[src/rtl/rgb565_to_axis.sv]
// RGB565 video to AXI4-Stream bridge with frame-aligned FWFT buffering.
// Expands pixels to 24-bit RBG, tags start-of-frame and end-of-line.
module rgb565_to_axis #(
  parameter int H_ACTIVE   = 640,
  parameter int FIFO_DEPTH = 16,
  parameter bit VS_POL     = 1'b0
) (
  input  logic        aclk,
  input  logic        aresetn,
  input  logic        de,
  input  logic        vs,
  input  logic [4:0]  red,
  input  logic [5:0]  green,
  input  logic [4:0]  blue,
  output logic [23:0] m_axis_tdata,
  output logic        m_axis_tvalid,
  input  logic        m_axis_tready,
  output logic        m_axis_tuser,
  output logic        m_axis_tlast,
  output logic        overflow,
  output logic        len_err
);

  localparam int AW = $clog2(FIFO_DEPTH);
  localparam int CW = $clog2(H_ACTIVE + 1);
  localparam logic [CW-1:0] HLEN = CW'(H_ACTIVE);

  typedef enum logic [1:0] {
    SYNC,
    ARMED,
    STREAM
  } state_t;

  state_t state;

  logic          de_d;
  logic          vs_d;
  logic          in_valid;
  logic [15:0]   pix_d;
  logic          vs_seen;
  logic [CW-1:0] cnt;
  logic [AW:0]   wr_ptr;
  logic [AW:0]   rd_ptr;
  logic [25:0]   mem [FIFO_DEPTH];

  logic [4:0]    r5;
  logic [5:0]    g6;
  logic [4:0]    b5;
  logic [23:0]   pix24;
  logic          vs_act;
  logic          last_w;
  logic          full;
  logic          empty;
  logic          pop;
  logic          accept;
  logic          push;
  logic          drop;
  logic [25:0]   head;

  assign r5     = pix_d[15:11];
  assign g6     = pix_d[10:5];
  assign b5     = pix_d[4:0];
  assign pix24  = {r5, r5[4:2], b5, b5[4:2], g6, g6[5:4]};

  // Input regs hold reset values for one cycle; ignore vs_d until a real sample.
  assign vs_act = in_valid & (vs_d == VS_POL);
  assign last_w = ~de;

  assign empty  = (wr_ptr == rd_ptr);
  assign full   = (wr_ptr[AW] != rd_ptr[AW]) &&
                  (wr_ptr[AW-1:0] == rd_ptr[AW-1:0]);
  assign pop    = ~empty & m_axis_tready;
  assign accept = de_d & (state != SYNC);
  assign push   = accept & (~full | pop);
  assign drop   = accept & full & ~pop;

  always_ff @(posedge aclk or negedge aresetn) begin
    if (!aresetn) begin
      de_d     <= 1'b0;
      vs_d     <= 1'b0;
      pix_d    <= '0;
      in_valid <= 1'b0;
    end else begin
      de_d     <= de;
      vs_d     <= vs;
      pix_d    <= {red, green, blue};
      in_valid <= 1'b1;
    end
  end

  always_ff @(posedge aclk or negedge aresetn) begin
    if (!aresetn) begin
      state   <= SYNC;
      vs_seen <= 1'b0;
    end else if (vs_act) begin
      state   <= SYNC;
      vs_seen <= 1'b1;
    end else begin
      unique case (state)
        SYNC: begin
          if (vs_seen) begin
            state   <= ARMED;
            vs_seen <= 1'b0;
          end
        end
        ARMED: begin
          if (drop)
            state <= SYNC;
          else if (push)
            state <= STREAM;
        end
        STREAM: begin
          if (drop)
            state <= SYNC;
        end
        default: state <= SYNC;
      endcase
    end
  end

  always_ff @(posedge aclk or negedge aresetn) begin
    if (!aresetn) begin
      cnt      <= '0;
      len_err  <= 1'b0;
      overflow <= 1'b0;
    end else begin
      if (vs_act || drop || (accept && last_w))
        cnt <= '0;
      else if (push && cnt != '1)
        cnt <= cnt + 1'b1;
      if (push && last_w && (cnt + 1'b1) != HLEN)
        len_err <= 1'b1;
      if (drop)
        overflow <= 1'b1;
    end
  end

  always_ff @(posedge aclk or negedge aresetn) begin
    if (!aresetn) begin
      wr_ptr <= '0;
      rd_ptr <= '0;
    end else begin
      if (push)
        wr_ptr <= wr_ptr + 1'b1;
      if (pop)
        rd_ptr <= rd_ptr + 1'b1;
    end
  end

  // Storage needs no reset; outputs are masked while empty.
  always_ff @(posedge aclk) begin
    if (push)
      mem[wr_ptr[AW-1:0]] <= {state == ARMED, last_w, pix24};
  end

  assign head          = mem[rd_ptr[AW-1:0]];
  assign m_axis_tvalid = ~empty;

  always_comb begin
    m_axis_tuser = 1'b0;
    m_axis_tlast = 1'b0;
    m_axis_tdata = '0;
    if (!empty)
      {m_axis_tuser, m_axis_tlast, m_axis_tdata} = head;
  end

endmodule
[config.mk]
export PLATFORM = sky130hd
export DESIGN_NAME = rgb565_to_axis
export DESIGN_NICKNAME = d
export VERILOG_FILES = /design/src/rtl/rgb565_to_axis.sv
export SDC_FILE = /design/constraint.sdc
export NUM_CORES = 1
export LEC_CHECK = 0
export ABC_AREA = 0
export BUFFER_PORTS_ARGS = -buffer_cell sky130_fd_sc_hd__buf_2
export CORE_MARGIN = 2
export CORE_UTILIZATION = 50
export CTS_CLUSTER_SIZE = 28
export DETAILED_ROUTE_END_ITERATION = 8
export PLACE_DENSITY = 0.67
export REMOVE_ABC_BUFFERS = 1
export SKIP_CTS_REPAIR_TIMING = 1
export SYNTH_ARGS = -nofsm -noshare
export SYNTH_HDL_FRONTEND = slang
export SYNTH_SLANG_ARGS = --single-unit
[constraint.sdc]
create_clock -name aclk -period 4.8 [get_ports aclk]
set_clock_uncertainty 0.15 [all_clocks]
set_input_delay 0.48 -clock aclk [delete_from_list [all_inputs] [get_ports aclk]]
set_output_delay 0.48 -clock aclk [all_outputs]
set_load 0.02 [all_outputs]
# == Yosys cells after proc, flatten, opt, wreduce, memory -nomap -nowiden ==
# Memories as Yosys holds them, arrays and structs flattened.
# Index checks and enable logic that the tools add are counted.
# totals
register_bits,44
ramBits,416
in_bits,21
memories,1
# mem_list
memory,depth,word_bits,read_ports,rd_clocked_by_memory_dff,write_ports,line_no,rtl
mem,16,26,1,0,1,44,logic [25:0] mem [FIFO_DEPTH];
# op_classes
addsub,3
n_eq_ne,10
muxes,15
n_bitwise,12
n_reduce_logical,12
# op_table
cell,n
$mux W24,1
$mux W10,2
$ne A10 B10 Y1 const B,2
$add A10 B1 Y10 const B,1
$add A5 B1 Y5 const B,2
$mux W2,5
$and A1 B1 Y1,6
$mux W1,6
$ne A3 B3 Y1 const B,2
$pmux W2 S3,1
$reduce_bool A2 Y1,3
$eq A5 B5 Y1,1
$logic_and A1 B1 Y1,5
$not A1 Y1,5
$eq A4 B4 Y1,1
$ne A4 B4 Y1 const B,1
$reduce_and A3 Y1,1
$eq A2 B1 Y1 const B,1
$eq A2 B2 Y1 const B,1
$logic_not A2 Y1,1
$logic_or A1 B1 Y1,2
$ne A1 B1 Y1,1
$or A1 B1 Y1,1

# == Longest topological paths before layout ==
# logic_depth
depth_word,9
mapped_depth,8

# == Worst setup path before layout ==
# No wires, ideal clock.
# synth_timing
path_type,reg2reg
startpoint,reg rd_ptr[0]
endpoint,mem mem[3][11] (enable)
arrival_ps,2505
t_required_ps,4234
setup_slack_ps,1729
stages_incl_launch_ff,7
n_path_buf,1
path_cell_list,dfrtp_1 buf_6 xnor2_1 and4_1 a21oi_1 nand2_1 nor3_1
# synth_between
elab_chain_cells,7
# synth_rtl
element,line_no,rtl
from (decl),43,logic [AW:0] rd_ptr;
from (signal assigned),146,rd_ptr <= rd_ptr + 1'b1;
$eq A5 B5 Y1 / $eq A4 B4 Y1 (equally long branches),"69, 71",
$not A1 Y1 / $logic_and A1 B1 Y1 (equally long branches),"72, 70",
$and A1 B1 Y1 / $not A1 Y1 (equally long branches),"72, 74",
$or A1 B1 Y1 (*),74,assign push = accept & (~full | pop);
$and A1 B1 Y1 (*),74,
$mux W1 (*),152,if (push)
$mux W1 (not written as such) (*),153,"mem[wr_ptr[AW-1:0]] <= {state == ARMED, last_w, pix24};"
to (decl),44,
# Mark *: on every way between the ends. The rest lies on a longest branch, timed or not.

# == Worst setup path in the final report ==
# layout_timing
startpoint,reg rd_ptr[0]
endpoint,out m_axis_tdata[18]
# layout_between
elab_chain_cells,2
# layout_rtl
element,line_no,rtl
$mem_v2 Z16 W26 / $eq A5 B5 Y1 (equally long branches),n/a,
$mux W24 (*),163,if (!empty)
to (decl),15,"output logic [23:0] m_axis_tdata,"
# Marked as above.

==> impl_metrics.tcl <==
set metrics [dict create \
    busiest_layer "met2" \
    yosys.area.top_type "edfxtp_1" \
    muxShareOfSynthArea_pct 15.9 \
    wirelength_mm 26.1 \
    num_antenna_cells 0 \
    switching_share_pct 29.6 \
    crit_arrival_ns 3.14 \
    final_max_slew_viol_count 0 \
    ant_nets 0 \
    startpoint "rd_ptr[0]$_DFFE_PN0P_" \
    routed_via_density 5.87 \
    dieHeight_um 165 \
    ys_seq_elements 332 \
    path_max_fanout 56 \
    crit_path_end_kind "output pin" \
    ys_async_sr_fraction_pct 13.3 \
    dieArea_sq_um 27200 \
    core_sq_um 25300 \
    std_cell_rows 58 \
    synth-simple-area-share_pct 3.93 \
    p_total_mw 8.71 \
    num_vias 6198 \
    timing.slew.headroom_pct 24.1 \
    combPwrFrac_pct 29.5 \
    dp_hpwl_mm 14.2 \
    max_freq_ghz 0.265 \
    pwr-share-clk_pct 29.8 \
    synth_top_family_by_area "multiplexers" \
    power_density_nw_per_um2 585 \
    final_nets 727 \
    worstSetupEndpoint "m_axis_tdata[18]" \
    peakVddDrop_mv 0.575 \
    pwr-share-seq_pct 40.6 \
    yosysTopAreaCellShare_pct 66.8 \
    r2r-end "mem[15][12]$_DFFE_PP_" \
    critPathLaunchType "register" \
    clock-sinks 332 \
    rr_startpoint "rd_ptr[0]$_DFFE_PN0P_" \
    grt_pass1_wl_mm 39.0 \
    holdWs_ns -0.0463 \
    crit_required_ns 4.17 \
    synth_ff_type "edfxtp_1" \
    critPathKind "register to output pin" \
    drive_gt1_share_pct 29.9 \
    synth-seq-area-share_pct 75.3 \
    final.min_clock_period_ns 3.77 \
    place_congestion 0.805 \
    rr_worst_depth 5 \
    hp-class "primary input to async pin" \
    cap_violations 0 \
    rsz0062_at_grt "false" \
    synth.avg_cell_area_sq_um 21.2 \
    worst_pin_slew_ns 1.14 \
    intPower_mw 6.13 \
    ys_top_cells_by_area "edfxtp_1 (67%), mux4_2 (16%), dfrtp_1 (8.5%)" \
    boundaryPins 50 \
    syn_to_final_growth_pct 15.0 \
    synth_cell_types 42 \
    status "finished, violations left" \
    port_buffers 49 \
    syn-cell-area_sq_um 13000 \
    cts_buffers 35 \
    detail_route.wl_per_cell_um 24.7 \
    gr-usage-all-layers_pct 20.1 \
    post-route-drc-count 0 \
    grt_use_met1_pct 28.3 \
    drt-initial-drc-count 658 \
    cts.clk_slew.worst_paths_ns 0.06 \
    tritoncts "built" \
    switching_power_mw 2.58 \
    yosys_warnings 0 \
    final_util_pct 58.8 \
    violations "hold timing" \
    cts_max_level 2 \
    synth_cells 610 \
    die_w_um 165 \
    grt_antenna_before_repair 0 \
    min_period_over_period_pct 78.5 \
    grt_pass1_vias 6300 \
    final_common_cell "edfxtp_1" \
    grtUsageMet3_pct 2.91 \
    final_cell_mix "edfxtp_1 (288), mux4_2 (90), buf_2 (49)" \
    initial_utilization_pct 51.1 \
    root_buffer "clkbuf_16" \
    p_leak_nw 5.09 \
    synth_xor_area_share_pct 1.08 \
    synth_fa_ha_area_share_pct 0.580 \
    synth-compound-area-share_pct 1.36 \
    cts_max_path_buffers 3 \
    dr.pass1.iters 5 \
    grt_overflow 0 \
    r2r_setup_slack_ns 1.46 \
    finalHoldViolations 44 \
    synth-edff-count 288 \
    setup_viol 0 \
    clkLatencyLatePin_ns 0.50 \
    grt_max_degree 76 \
    grt_use_met2_pct 33.3 \
]
==> stage by stage <==
stage / cell area [sq um] / cells / setup slack, ns / setup TNS (ns)
after floorplan: 12700 / 574 / -1.40 / -172.36
after global placement: 13600 / 975 / 1.55 / 0
final: 14900 / 1056 / 1.03 / 0
after detailed placement: 13600 / 975 / 1.46 / 0
after CTS: 14700 / 1038 / 0.982 / 0
after global routing: 14900 / 1056 / 0.867 / 0
==> power groups by stage <==
stage	Clock, mW	Sequential (mW)	Combinational [mW]
floorplan	0	3.77	1.71
global placement	0	3.58	2.58
detailed placement	0	3.60	2.60
CTS	2.64	3.54	2.61
global route	2.75	3.56	2.78
finish	2.60	3.54	2.57
==> critical path, stage by stage, from the launching register on <==
cell and delay (ns):
dfrtp_4 0.70, buf_12 0.45, mux4_2 0.60, mux4_2 0.49, and2_1 0.18, buf_2 0.15
==> metal layers <==
layer | up-vias | share of wire (%)
met3 | 39 | 6.5
li1 | 2664 | -
met1 | 3241 | 42
met2 | 254 | 49
met5 | - | 0
met4 | 0 | 2.0
==> flip-flops by register name, summed over array words and instances, names as in the netlist <==
name and flops:
cnt 10, pix_d 16, overflow 1, de_d 1
vs_d 1, len_err 1, in_valid 1, mem 288
wr_ptr 5, state 2, rd_ptr 5, vs_seen 1
==> cells in the mapped netlist, types with 2 or more instances <==
cell type	n
nand2_1	10
mux2i_1	2
and4_1	4
nor2b_1	5
o21ai_1	3
mux4_2	90
nor3_1	6
dfrtp_1	44
xor2_1	7
xnor2_1	9
buf_1	4
and3_1	19
buf_2	3
buf_4	8
ha_1	6
o22ai_1	2
or3_1	5
nor2_1	8
edfxtp_1	288
o21ai_0	7
and2_1	20
nand3_1	7
clkbuf_1	13
a21oi_1	12
clkbuf_2	2
inv_1	5
buf_6	6
==> cells by family (layout without fill, tap and decap cells) <==
group	count (synthesis)	in the layout
AOI/OAI and AO/OA	31	31
buffers and inverters	42	158
and+or+nand+nor	89	89
DFF	332	332
xor gates and xnor gates	16	16
adders and majority gates	6	6
muxes	93	93
other	1	1
==> worst min-delay path by stage <==
stage	to	start	depth (start not counted)	slack, ns
floorplan	cnt[0]$_DFFE_PN0P_	aresetn	0	0.03
global placement	wr_ptr[4]$_DFFE_PN0P_	wr_ptr[4]$_DFFE_PN0P_	1	0.33
global route	vs_d$_DFF_PN0_	aresetn	2	0.002
CTS	pix_d[8]$_DFF_PN0_	green[3]	1	-0.09
finish	vs_d$_DFF_PN0_	aresetn	2	-0.05
detailed placement	rd_ptr[4]$_DFFE_PN0P_	rd_ptr[4]$_DFFE_PN0P_	1	0.33
==> cell type report <==
class	instances	area, sq um
Clock buffer	52	1030
Clock inverter	11	88.8
Fill cell	1821	10400
Inverter	6	22.5
Multi-Input combinational cell	236	2970
Sequential cell	332	9750
Tap cell	330	413
Timing Repair Buffer	89	616
Power figures use the tool's default switching activity.
